[src/rtl/ld_st_shift_reg_pkg.sv]
// ld_st_pkg: shared encodings for the load/store shift register.
//   op_e    - shift command opcodes carried on cmd_op
//   state_e - controller states (IDLE accepts loads/commands, SHIFT runs steps)
package ld_st_pkg;

    typedef enum logic [1:0] {
        OP_SHL = 2'b00,
        OP_SHR = 2'b01,
        OP_ASR = 2'b10,
        OP_ROL = 2'b11
    } op_e;

    typedef enum logic {
        IDLE  = 1'b0,
        SHIFT = 1'b1
    } state_e;

endpackage

[src/rtl/ld_st_shift_reg_if.sv]
// ld_st_shift_reg_if: data, control and command-handshake bundle of the shift register.
//   master modport: the side that loads/commands the register and watches its status
//   slave  modport: the register itself
//   slIn/LD_ST/set/clr  parallel load and legacy active-low set/clear
//   cmd_*/ser_in        shift command handshake and serial fill bit
//   cmd_ready/busy/done/ser_out/slOut  status and contents
interface ld_st_shift_reg_if #(
    parameter int WIDTH = 8,
    parameter int AMT_W = 4
);
    logic [WIDTH-1:0] slIn;
    logic             LD_ST;
    logic             set;
    logic             clr;
    logic             cmd_valid;
    logic [1:0]       cmd_op;
    logic [AMT_W-1:0] cmd_amt;
    logic             ser_in;
    logic             cmd_ready;
    logic             busy;
    logic             done;
    logic             ser_out;
    logic [WIDTH-1:0] slOut;

    modport master (
        output slIn, LD_ST, set, clr, cmd_valid, cmd_op, cmd_amt, ser_in,
        input  cmd_ready, busy, done, ser_out, slOut
    );

    modport slave (
        input  slIn, LD_ST, set, clr, cmd_valid, cmd_op, cmd_amt, ser_in,
        output cmd_ready, busy, done, ser_out, slOut
    );
endinterface

[src/rtl/ld_st_shift_reg_step.sv]
// ld_st_shift_step: combinational single-bit shifter.
//   r       current register value
//   op      shift operation
//   ser_in  fill bit for SHL/SHR
//   r_next  value after one step
//   bit_out bit leaving the register on this step
module ld_st_shift_step
    import ld_st_pkg::*;
#(
    parameter int WIDTH = 8
) (
    input  logic [WIDTH-1:0] r,
    input  op_e              op,
    input  logic             ser_in,
    output logic [WIDTH-1:0] r_next,
    output logic             bit_out
);

    // One shift/rotate step selected by the latched opcode
    always_comb begin
        r_next  = r;
        bit_out = 1'b0;
        case (op)
            OP_SHL: begin
                r_next  = {r[WIDTH-2:0], ser_in};
                bit_out = r[WIDTH-1];
            end
            OP_SHR: begin
                r_next  = {ser_in, r[WIDTH-1:1]};
                bit_out = r[0];
            end
            OP_ASR: begin
                r_next  = {r[WIDTH-1], r[WIDTH-1:1]};
                bit_out = r[0];
            end
            OP_ROL: begin
                r_next  = {r[WIDTH-2:0], r[WIDTH-1]};
                bit_out = r[WIDTH-1];
            end
            default: begin
                r_next  = r;
                bit_out = 1'b0;
            end
        endcase
    end

endmodule

[src/rtl/ld_st_shift_reg.sv]
// ld_st_shift_reg: WIDTH-bit datapath register with legacy active-low set/clr,
// single-cycle parallel load and multi-cycle SHL/SHR/ASR/ROL commands (one bit per clock).
//   clk  clock, all state changes on the rising edge
//   rst  synchronous active-high reset, dominates everything
//   bus  ld_st_shift_reg_if slave: load/set/clr inputs, command handshake, status, contents
module ld_st_shift_reg
    import ld_st_pkg::*;
#(
    parameter int WIDTH = 8,
    parameter int AMT_W = 4
) (
    input  logic                clk,
    input  logic                rst,
    ld_st_shift_reg_if.slave    bus
);

    localparam logic [AMT_W-1:0] CNT_ZERO = {AMT_W{1'b0}};
    localparam logic [AMT_W-1:0] CNT_ONE  = {{(AMT_W-1){1'b0}}, 1'b1};

    state_e           state_r;
    op_e              op_r;
    logic [AMT_W-1:0] cnt_r;
    logic [WIDTH-1:0] sl_r;
    logic             done_r;
    logic             ser_out_r;
    logic             cmd_ready_s;
    logic [WIDTH-1:0] step_next_s;
    logic             step_bit_s;

    ld_st_shift_step #(.WIDTH(WIDTH)) u_step (
        .r       (sl_r),
        .op      (op_r),
        .ser_in  (bus.ser_in),
        .r_next  (step_next_s),
        .bit_out (step_bit_s)
    );

    // Commands are only taken when nothing of higher priority (reset, clr, set, load) acts this edge
    assign cmd_ready_s = (state_r == IDLE) & bus.set & bus.clr & ~bus.LD_ST & ~rst;

    // Controller FSM together with the register, counter, op latch and status flags
    always_ff @(posedge clk) begin
        if (rst) begin
            state_r   <= IDLE;
            op_r      <= OP_SHL;
            cnt_r     <= CNT_ZERO;
            sl_r      <= {WIDTH{1'b0}};
            done_r    <= 1'b0;
            ser_out_r <= 1'b0;
        end else begin
            done_r <= 1'b0;
            if (!bus.clr) begin
                // clr/set abort any running command silently; ser_out keeps its value
                sl_r    <= {WIDTH{1'b0}};
                state_r <= IDLE;
                cnt_r   <= CNT_ZERO;
            end else if (!bus.set) begin
                sl_r    <= {WIDTH{1'b1}};
                state_r <= IDLE;
                cnt_r   <= CNT_ZERO;
            end else begin
                case (state_r)
                    IDLE: begin
                        if (bus.LD_ST) begin
                            sl_r <= bus.slIn;
                        end else if (bus.cmd_valid && cmd_ready_s) begin
                            op_r <= op_e'(bus.cmd_op);
                            if (bus.cmd_amt == CNT_ZERO) begin
                                // zero-length command completes immediately without touching data
                                done_r <= 1'b1;
                            end else begin
                                cnt_r   <= bus.cmd_amt;
                                state_r <= SHIFT;
                            end
                        end else begin
                            sl_r <= sl_r;
                        end
                    end
                    SHIFT: begin
                        sl_r      <= step_next_s;
                        ser_out_r <= step_bit_s;
                        cnt_r     <= cnt_r - CNT_ONE;
                        if (cnt_r == CNT_ONE) begin
                            state_r <= IDLE;
                            done_r  <= 1'b1;
                        end else begin
                            state_r <= SHIFT;
                        end
                    end
                    default: begin
                        state_r <= IDLE;
                        cnt_r   <= CNT_ZERO;
                    end
                endcase
            end
        end
    end

    assign bus.cmd_ready = cmd_ready_s;
    assign bus.busy      = (state_r == SHIFT);
    assign bus.done      = done_r;
    assign bus.ser_out   = ser_out_r;
    assign bus.slOut     = sl_r;

endmodule
[src/flat_wrapper.sv]
// flat-port wrapper written by rule: the top's interface ports become plain ports
module ld_st_shift_reg_flat import ld_st_pkg::*;
#(
    parameter int WIDTH = 8,
    parameter int AMT_W = 4
)
  (clk, rst, bus_slIn, bus_LD_ST, bus_set, bus_clr, bus_cmd_valid, bus_cmd_op, bus_cmd_amt, bus_ser_in, bus_cmd_ready, bus_busy, bus_done, bus_ser_out, bus_slOut);
  ld_st_shift_reg_if #(.WIDTH(WIDTH), .AMT_W(AMT_W)) bus_i ();
  input  logic clk;
  input  logic rst;
  input wire logic [$bits(bus_i.slIn)-1:0] bus_slIn;
  input wire logic [$bits(bus_i.LD_ST)-1:0] bus_LD_ST;
  input wire logic [$bits(bus_i.set)-1:0] bus_set;
  input wire logic [$bits(bus_i.clr)-1:0] bus_clr;
  input wire logic [$bits(bus_i.cmd_valid)-1:0] bus_cmd_valid;
  input wire logic [$bits(bus_i.cmd_op)-1:0] bus_cmd_op;
  input wire logic [$bits(bus_i.cmd_amt)-1:0] bus_cmd_amt;
  input wire logic [$bits(bus_i.ser_in)-1:0] bus_ser_in;
  output wire logic [$bits(bus_i.cmd_ready)-1:0] bus_cmd_ready;
  output wire logic [$bits(bus_i.busy)-1:0] bus_busy;
  output wire logic [$bits(bus_i.done)-1:0] bus_done;
  output wire logic [$bits(bus_i.ser_out)-1:0] bus_ser_out;
  output wire logic [$bits(bus_i.slOut)-1:0] bus_slOut;
  assign bus_i.slIn = bus_slIn;
  assign bus_i.LD_ST = bus_LD_ST;
  assign bus_i.set = bus_set;
  assign bus_i.clr = bus_clr;
  assign bus_i.cmd_valid = bus_cmd_valid;
  assign bus_i.cmd_op = bus_cmd_op;
  assign bus_i.cmd_amt = bus_cmd_amt;
  assign bus_i.ser_in = bus_ser_in;
  assign bus_cmd_ready = bus_i.cmd_ready;
  assign bus_busy = bus_i.busy;
  assign bus_done = bus_i.done;
  assign bus_ser_out = bus_i.ser_out;
  assign bus_slOut = bus_i.slOut;
  ld_st_shift_reg #(.WIDTH(WIDTH), .AMT_W(AMT_W)) u_core (.clk(clk), .rst(rst), .bus(bus_i));
endmodule
[config.mk]
export PLATFORM = sky130hd
export DESIGN_NAME = ld_st_shift_reg_flat
export DESIGN_NICKNAME = d
export VERILOG_FILES = /design/src/rtl/ld_st_shift_reg_pkg.sv /design/src/rtl/ld_st_shift_reg_if.sv /design/src/rtl/ld_st_shift_reg_step.sv /design/src/rtl/ld_st_shift_reg.sv /design/src/flat_wrapper.sv
export SDC_FILE = /design/constraint.sdc
export NUM_CORES = 1
export LEC_CHECK = 0
export CAP_MARGIN = 20
export CELL_PAD_IN_SITES_DETAIL_PLACEMENT = 0
export CELL_PAD_IN_SITES_GLOBAL_PLACEMENT = 2
export CORE_MARGIN = 2
export CORE_UTILIZATION = 25
export CTS_BUF_LIST = sky130_fd_sc_hd__clkbuf_8 sky130_fd_sc_hd__clkbuf_16
export CTS_CLUSTER_SIZE = 28
export DETAILED_ROUTE_END_ITERATION = 8
export PLACE_DENSITY_LB_ADDON = 0.1
export SETUP_SLACK_MARGIN = 0.1
export SLEW_MARGIN = 5
export SYNTH_ARGS = -nofsm -noshare
export SYNTH_HDL_FRONTEND = slang
export SYNTH_HIERARCHICAL = 1
export SYNTH_SLANG_ARGS = --single-unit
[constraint.sdc]
create_clock -name clk -period 1.3 [get_ports clk]
set_input_delay 0.26 -clock clk [delete_from_list [all_inputs] [get_ports clk]]
set_output_delay 0.26 -clock clk [all_outputs]
set_load 0.005 [all_outputs]
==> results.md, run 1 <==
- Iter 0 DRT Violations: 36
- Clk Latency, worst-skew pair: 0.25 ns
- Rel. slew slack: 0.795
- H-tree Lvls: 1
- Routed WL: ~3500 um
- Clk buf depth: 2
- LEAKAGE: roughly 0.84 nW
- Cell total after placement: 213
- Crit-path leading delay family: flip-flops
- Synth cell types: 38
- Switching pwr: 0.000312 W
- Worst Setup Start Kind: register
- Pwr/cell area: between 600 and 700 mW/mm2
- Crit. End Element: register
- Cell Int Power: around 0.00091 W
- Multi-input gate area: 817 um2
- RSZ-0062 raised after global routing: yes
- Worst hold slack: around 0.47 ns
- Pre-antenna DRT Iters: 4
- Final Non-Filler Cells: around 230
- Grt ovf: 0
- Syn Inst Count: approximately 110
- Vias in the first global route: between 1000 and 1500
- Area growth syn-to-layout: 70.5%
- Critical path arrival: 1.54 ns
- Core ar.: 0.00432 mm2
- Nets: approximately 200
- Post-layout util: 0.440
- Post-DR wirelength/cell: 15.4 um
- Via/cell ratio: ~5.0
- # diodes: 0
- Syn nets: roughly 140
- First-pass GRT wire length: roughly 5800 um
- Slowest CP cell: dfxtp_4
- CP cell instances: inv_4 -> ha_4 -> or2_4 -> a22o_1 -> mux2i_1 -> a21oi_1
- Actual slew at the worst max-slew pin: a little over 0.3 ns
- Pre-CTS WS: -0.506 ns
- Final hold vios: 0
- Syn_area_per_cell: around 9.8 um2
- I/O Buffers: 32
- HP Class: primary input to register
- Sw frac: 0.255
- Post-Syn Area: 0.00112 mm2
- Pin count of the biggest net entering global routing: 14
- Synth warn: 6
- TritonCTS buffer count: 3
- GP Congestion: roughly 0.73
- Initial Util: 0.258
- DP Area: between 0.0015 and 0.002 mm2
- Die area: between 0.005 and 0.006 mm2
- Status: complete, but fails checks
- Post-route setup slack: -0.101 ns
- Total routing usage reported by global routing: 0.145
- Power share of the clock group: 0.331
- Post-DP HPWL: about 2500 um
- ANT nets after route: 0
- Worst Skew: ~0.0020 ns
- CP max FO: 7
- CTS root buf: clkbuf_8
- Failing checks: negative setup slack
- Post-route cell area: around 0.0019 mm2
- Final worst path period share: 1.08
- Die span in x: ~71 um
- Via Count: 1138
- Final slew viol count: 0
- Critical path required time: about 1.4 ns
- Seq cells post-synth: 17
- Initial antenna violation count: 0
- IO Pins: 33
- Chip Height: roughly 70 um
- Sequential power share: 0.444
- Comb pwr share: 0.225
- CP Class: register to register
- Clk slew on worst S/H paths: approximately 0.07 ns
- Max stage delay on crit path: ~0.4 ns
- Core Rows: 24
- CP Buf/Inv Count: 1
- Min cycle time layout: ~1.4 ns
- Register area: 362 um2
- Hold bufs inserted after CTS: 0
- Seq/Total Area, Yosys: 0.305
- Filler cells: between 400 and 500
- Share of cells above drive strength 1: 0.457
- Clock Sinks: 17
- Max_cap viols: 0
- Achievable Freq: between 0.7 and 0.8 GHz
- Drt drc: 0
- Final setup viols: 8
- CTS tree: yes
- Peak supply drop: 448 uV
-- layout by cell type, fill, tap and decap left out, types with 2 or more instances in the layout --
cell type / netlist / routed
a22o_1: 6 / 6
a31oi_1: 3 / 2
nand3_1: 5 / 5
o311ai_1: 3 / 2
buf_4: 2 / 23
buf_12: 0 / 2
mux2_1: 5 / 5
clkbuf_8: 0 / 3
inv_4: 0 / 2
or2_4: 1 / 2
o21ai_0: 4 / 3
ha_4: 0 / 4
a21oi_1: 14 / 14
inv_1: 6 / 2
mux2i_1: 9 / 9
dlymetal6s2s_1: 0 / 2
o311ai_2: 1 / 2
inv_2: 0 / 2
dfxtp_4: 0 / 3
dfxtp_1: 17 / 6
clkdlybuf4s50_1: 0 / 11
mux2_2: 4 / 3
dlygate4sd2_1: 0 / 17
nor2_1: 3 / 2
dfxtp_2: 0 / 8
buf_6: 2 / 7
a32oi_1: 2 / 2
nor2_2: 1 / 2
-- cell usage after synthesis (all sizes together) --
cell / number / area share
ha: 6 / 0.067
o21ba: 1 / 0.0090
buf: 7 / 0.046
or2: 3 / 0.019
o2bb2ai: 1 / 0.0078
nand4b: 1 / 0.021
nor3b: 1 / 0.011
nand3: 5 / 0.022
a22oi: 1 / 0.0067
nor2b: 1 / 0.0056
mux2i: 9 / 0.081
nor2: 4 / 0.016
inv: 6 / 0.020
a31oi: 3 / 0.017
a32oi: 2 / 0.016
o21ai: 4 / 0.018
a21oi: 14 / 0.063
mux2: 9 / 0.091
and4b: 1 / 0.0090
o31ai: 1 / 0.0067
dfxtp: 17 / 0.30
o311ai: 4 / 0.038
nor4: 2 / 0.025
nand2b: 1 / 0.0056
nand2: 1 / 0.0034
a22o: 6 / 0.047
o31a: 1 / 0.0078
nor4bb: 1 / 0.0090
nand3b: 1 / 0.0067
-- state kept, by name (all words and copies together) (netlist names) --
signal	flops
u_core/bus.ser_out	1
u_core/bus.slOut	8
u_core/cnt_r	4
u_core/op_r	2
u_core/bus.busy	1
u_core/bus.done	1
-- metrics by stage --
step | TNS, ns | total power (W)
2_1_floorplan | -0.200 | 0.000659
3_3_place_gp | -6.34 | 0.000824
3_5_place_dp | -6.67 | 0.000825
4_1_cts | -0.556 | 0.00125
5_1_grt | -1.05 | 0.00129
6_report | -0.589 | 0.00122
-- final cells by class --
cell class                 count  share of cell area
multi-input combinational     84               0.429
clock buffer                   3              0.0217
inverter                       6              0.0145
timing repair buffer          64               0.308
tap                           52              0.0342
clock inverter                 1             0.00263
sequential                    17               0.190
-- per-layer routing --
metal | vias to the layer above | part of all wire | global-route usage
li1 | 555 | - | -
met1 | 556 | 0.41 | 0.162
met2 | 25 | 0.54 | 0.275
met3 | 2 | 0.045 | 0.0385
met4 | 0 | 0.0057 | 0.0273
met5 | - | 0 | 0
-- worst paths after layout --
kind	startpoint	end	slack, ns	depth (start not counted)
worst max-delay path	u_core/op_r[0]$_SDFFE_PP0P_	u_core/bus.slOut[5]$_SDFFE_PP0P_	-0.10	6
worst min-delay path	bus_cmd_amt[2]	u_core/cnt_r[2]$_SDFFE_PP0P_	0.47	3
worst max register to register	u_core/op_r[0]$_SDFFE_PP0P_	u_core/bus.slOut[5]$_SDFFE_PP0P_	-0.10	6
worst min register to register	u_core/bus.ser_out$_SDFFE_PP0P_	u_core/bus.ser_out$_SDFFE_PP0P_	0.51	2
-- power groups by stage --
stage	clock network (W)	registers [W]	logic, W
6_report	0.000404	0.000541	0.000275
5_1_grt	0.000451	0.000544	0.000297
4_1_cts	0.000432	0.000543	0.000272
3_5_place_dp	0	0.000559	0.000266
3_3_place_gp	0	0.000559	0.000265
2_1_floorplan	0	0.000562	0.0000971
-- repair_timing --
action | CTS | global route
gates resized for setup | 54 | 14
hold endpoints to repair | 0 | 0
endpoints found under the setup margin | 29 | 18
setup buffers | 8 | 2
pin swaps | 26 | 10
-- worst register-to-register path, stage by stage, from the launching register on --
cell and delay, ns:
dfxtp_4 0.40, inv_4 0.06, ha_4 0.16, or2_4 0.27, a22o_1 0.19, mux2i_1 0.13, a21oi_1 0.08
-- logic make-up (layout without fill, tap and decap cells) --
group / Yosys count / count (layout) / share of synthesized area
buffers and inverters: 13 / 74 / 0.0661
AND/OR/NAND/NOR: 22 / 22 / 0.154
multiplexers: 18 / 18 / 0.172
adder cells (fa/ha/maj): 6 / 6 / 0.0673
flip-flops: 17 / 17 / 0.305
AO/OA/AOI/OAI: 38 / 38 / 0.237
(Power assumes the default switching activity.)
==> run 2: changes to the inputs <==
--- a/config.mk
+++ b/config.mk
@@ -8,9 +8,9 @@
 export CAP_MARGIN = 20
 export CELL_PAD_IN_SITES_DETAIL_PLACEMENT = 0
 export CELL_PAD_IN_SITES_GLOBAL_PLACEMENT = 2
-export CORE_MARGIN = 2
 export CORE_UTILIZATION = 25
 export CTS_BUF_LIST = sky130_fd_sc_hd__clkbuf_8 sky130_fd_sc_hd__clkbuf_16
+export CTS_CLUSTER_DIAMETER = 40
 export CTS_CLUSTER_SIZE = 28
 export DETAILED_ROUTE_END_ITERATION = 8
 export PLACE_DENSITY_LB_ADDON = 0.1
==> run 2 against run 1 <==
  * Global-route usage is 1.9 points higher
  * Largest cell class unchanged
  * The flow still finishes with violations (negative setup slack)
  * Utilization is 4.9 points higher
  * Sequential share of layout area is 1.0 points lower
  * Final cell count is 0.44% lower
  * Power is 0.83% higher
  * Worst hold slack worse by 0.073 ns
==> results.md, run 2 (same netlist as run 1, synthesis figures left out) <==
- Cell Int Power: 0.000907 W (-0.22%)
- Clk buf depth: 2 (unchanged)
- Final slew viol count: 0 (unchanged)
- Chip Height: 68.8 um (-2.8%)
- Final hold vios: 0 (unchanged)
- GRT met1 Usage: 0.215 (+0.0533)
- Filler cells: 421 (-5.6%)
- Max reg flops: 8 (unchanged)
- # diodes: 0 (unchanged)
- Worst Setup Start Kind: register
- H-tree Lvls: 1 (unchanged)
- Post-DP HPWL: 2370 um (-4.1%)
- Pin count of the biggest net entering global routing: 14 (unchanged)
- Via/cell ratio: 5.02 (about the same)
- Critical path arrival: 1.55 ns (about the same)
- Initial antenna violation count: 0 (unchanged)
- Grt ovf: 0 (unchanged)
- Peak supply drop: 279 uV (-38%)
- CP Class: register to register
- Critical path required time: 1.44 ns (about the same)
- Total routing usage reported by global routing: 0.164 (+0.0191)
- Slowest CP cell: dfxtp_4
- Post-route setup slack: -0.107 ns (-0.00573 ns)
- Status: complete, but fails checks
- Worst Skew: 0.00367 ns (+0.00168 ns)
- Max_cap viols: 0 (unchanged)
- First-pass GRT wire length: 5630 um (-3.1%)
- Drt drc: 0 (unchanged)
- Core Rows: 23 (-4.2%)
- CP Buf/Inv Count: 2 (+1)
- Clk slew on worst S/H paths: 0.07 ns (about the same)
- Core ar.: 0.00414 mm2 (-4.2%)
- Switching pwr: 0.000324 W (+3.9%)
- HP Class: primary input to register
- Comb pwr share: 0.233 (+0.008)
- Crit-path leading delay family: compound AO/OA/AOI/OAI gates
- Final worst path period share: 1.08 (+0.00441)
- Sw frac: 0.263 (+0.00774)
- CP max FO: 6 (-1)
- Met3 Use GR: 0.0263 (-0.0121)
- Total power draw: 0.00123 W (+0.83%)
- Commonest cells after routing, fill and taps aside: buf_4 (20), dlygate4sd2_1 (19), a21oi_1 (12)
- Clk Latency, worst-skew pair: 0.25 ns (about the same)
- Clock Sinks: 17 (unchanged)
- GP Congestion: 0.752 (+3.3%)
- Hold bufs inserted after CTS: 0 (unchanged)
- Via Count: 1134 (-0.35%)
- Nets: 204 (+0.49%)
- Max stage delay on crit path: 0.37 ns (-0.03 ns)
- Iter 0 DRT Violations: 46 (+28%)
- Vias in the first global route: 1152 (-3.9%)
- ANT nets after route: 0 (unchanged)
- Initial Util: 0.269 (+0.0112)
- LEAKAGE: 0.865 nW (+2.4%)
- Pre-antenna DRT Iters: 4 (unchanged)
- CTS tree: yes
- Die area: 0.00474 mm2 (-5.6%)
- Commonest non-fill, non-tap cell in the layout: buf_4
- Failing checks: negative setup slack
- Crit path launch: u_core/op_r[0]$_SDFFE_PP0P_
- CP cell instances: inv_4 -> ha_4 -> buf_6 -> o21ba_4 -> a22o_1 -> mux2i_1 -> a21oi_1
- Global Route met2 Usage: 0.275 (-0.000672)
- Actual slew at the worst max-slew pin: 0.328 ns (+0.0206 ns)
- CTS root buf: clkbuf_8
- Gr busiest metal: met2
- Sequential power share: 0.439 (-0.005)
- Share of cells above drive strength 1: 0.477 (+0.0201)
- I/O Buffers: 32 (unchanged)
- Rel. slew slack: 0.781 (-0.0138)
- RSZ-0062 raised after global routing: yes
- Power share of the clock group: 0.328 (-0.003)
- Pwr/cell area: 607 mW/mm2 (-5.4%)
- Post-DR wirelength/cell: 15.7 um (+1.7%)
- FF-to-FF Start: u_core/op_r[0]$_SDFFE_PP0P_
- IO Pins: 33 (unchanged)
- Pre-CTS WS: -0.546 ns (-0.0397 ns)
- Routed WL: 3540 um (+1.2%)
- Die span in x: 68.8 um (-2.8%)
- Achievable Freq: 0.711 GHz (-0.41%)
- Area growth syn-to-layout: 81.7%
- Min cycle time layout: 1.41 ns (+0.00573 ns)
- Final setup viols: 7 (-1)
- Min-delay src: rst
- TritonCTS buffer count: 3 (unchanged)
- Crit. End Element: register
==> run 2: changes by cell type in the layout (fill, tap and decap cells not counted), sizes merged <==
cell and change:
dlymetal6s2s -2, clkinvlp +1, dlygate4sd2 +2, clkdlybuf4s15 +1
clkinv -1
==> run 2: final cells by class <==
type | count | area, um2 | share of cell area
inverter | 6 | 36.3 | 0.0179
multi-input combinational | 84 | 897 | 0.442
timing repair buffer | 65 | 623 | 0.307
tap | 50 | 62.6 | 0.0308
sequential | 17 | 364 | 0.180
clock inverter | 1 | 3.75 | 0.00185
clock buffer | 3 | 41.3 | 0.0204
==> run 2: path summary, 6_finish.rpt <==
check / to / slack [ns] / cells after the start
worst min register to register: u_core/bus.ser_out$_SDFFE_PP0P_ / 0.50 / 2
worst min-delay path: u_core/bus.ser_out$_SDFFE_PP0P_ / 0.40 / 3
worst max register to register: u_core/bus.slOut[3]$_SDFFE_PP0P_ / -0.11 / 7
worst max-delay path: u_core/bus.slOut[3]$_SDFFE_PP0P_ / -0.11 / 7
==> run 2: power by group through the flow <==
stage / Sequential [W] / Combinational [W] / Clock, W
after floorplan: 0.000562 / 0.0000971 / 0
after global placement: 0.000560 / 0.000260 / 0
after detailed placement: 0.000561 / 0.000260 / 0
after CTS: 0.000544 / 0.000271 / 0.000416
after global routing: 0.000542 / 0.000310 / 0.000447
final: 0.000540 / 0.000287 / 0.000404
==> run 2: worst reg2reg max path: stages (launching register included) <==
cell,delay [ns]
dfxtp_4,0.37
inv_4,0.08
ha_4,0.14
buf_6,0.10
o21ba_4,0.17
a22o_1,0.23
mux2i_1,0.13
a21oi_1,0.08
==> run 2: stage by stage <==
step | utilization | hold WS, ns | instance area (um2) | std cells | TNS [ns]
after global placement | 0.402 | 0.499 | 1670 | 211 | -6.23
after global routing | 0.489 | 0.419 | 2030 | 226 | -0.997
after detailed placement | 0.402 | 0.505 | 1670 | 211 | -6.26
final | 0.489 | 0.399 | 2030 | 226 | -0.501
after CTS | 0.448 | 0.396 | 1860 | 224 | -0.317
after floorplan | - | 0.322 | 1140 | 114 | -0.200
==> run 2: per-layer routing <==
| layer | up-vias | part of all wire | wire length [um] |
|---|---|---|---|
| met5 | - | 0 | 0 |
| met4 | 0 | 0.010 | 36 |
| met3 | 4 | 0.028 | 98 |
| met2 | 19 | 0.48 | 1700 |
| met1 | 552 | 0.48 | 1700 |
| li1 | 559 | - | - |
==> run 2: repair_timing <==
item / in CTS / in global routing
buffers inserted: 9 / 3
endpoints found under the setup margin: 29 / 17
pin swaps: 25 / 20
gates resized for setup: 56 / 29
cloned: 0 / 1
==> run 3: changes to the inputs <==
--- a/config.mk
+++ b/config.mk
@@ -13,6 +13,7 @@
 export CTS_CLUSTER_DIAMETER = 40
 export CTS_CLUSTER_SIZE = 28
 export DETAILED_ROUTE_END_ITERATION = 8
+export GPL_ROUTABILITY_DRIVEN = 0
 export PLACE_DENSITY_LB_ADDON = 0.1
 export SETUP_SLACK_MARGIN = 0.1
 export SLEW_MARGIN = 5
==> results of run 3 <==
Same layout as run 2: the final DEF is identical, and so are final timing and power.
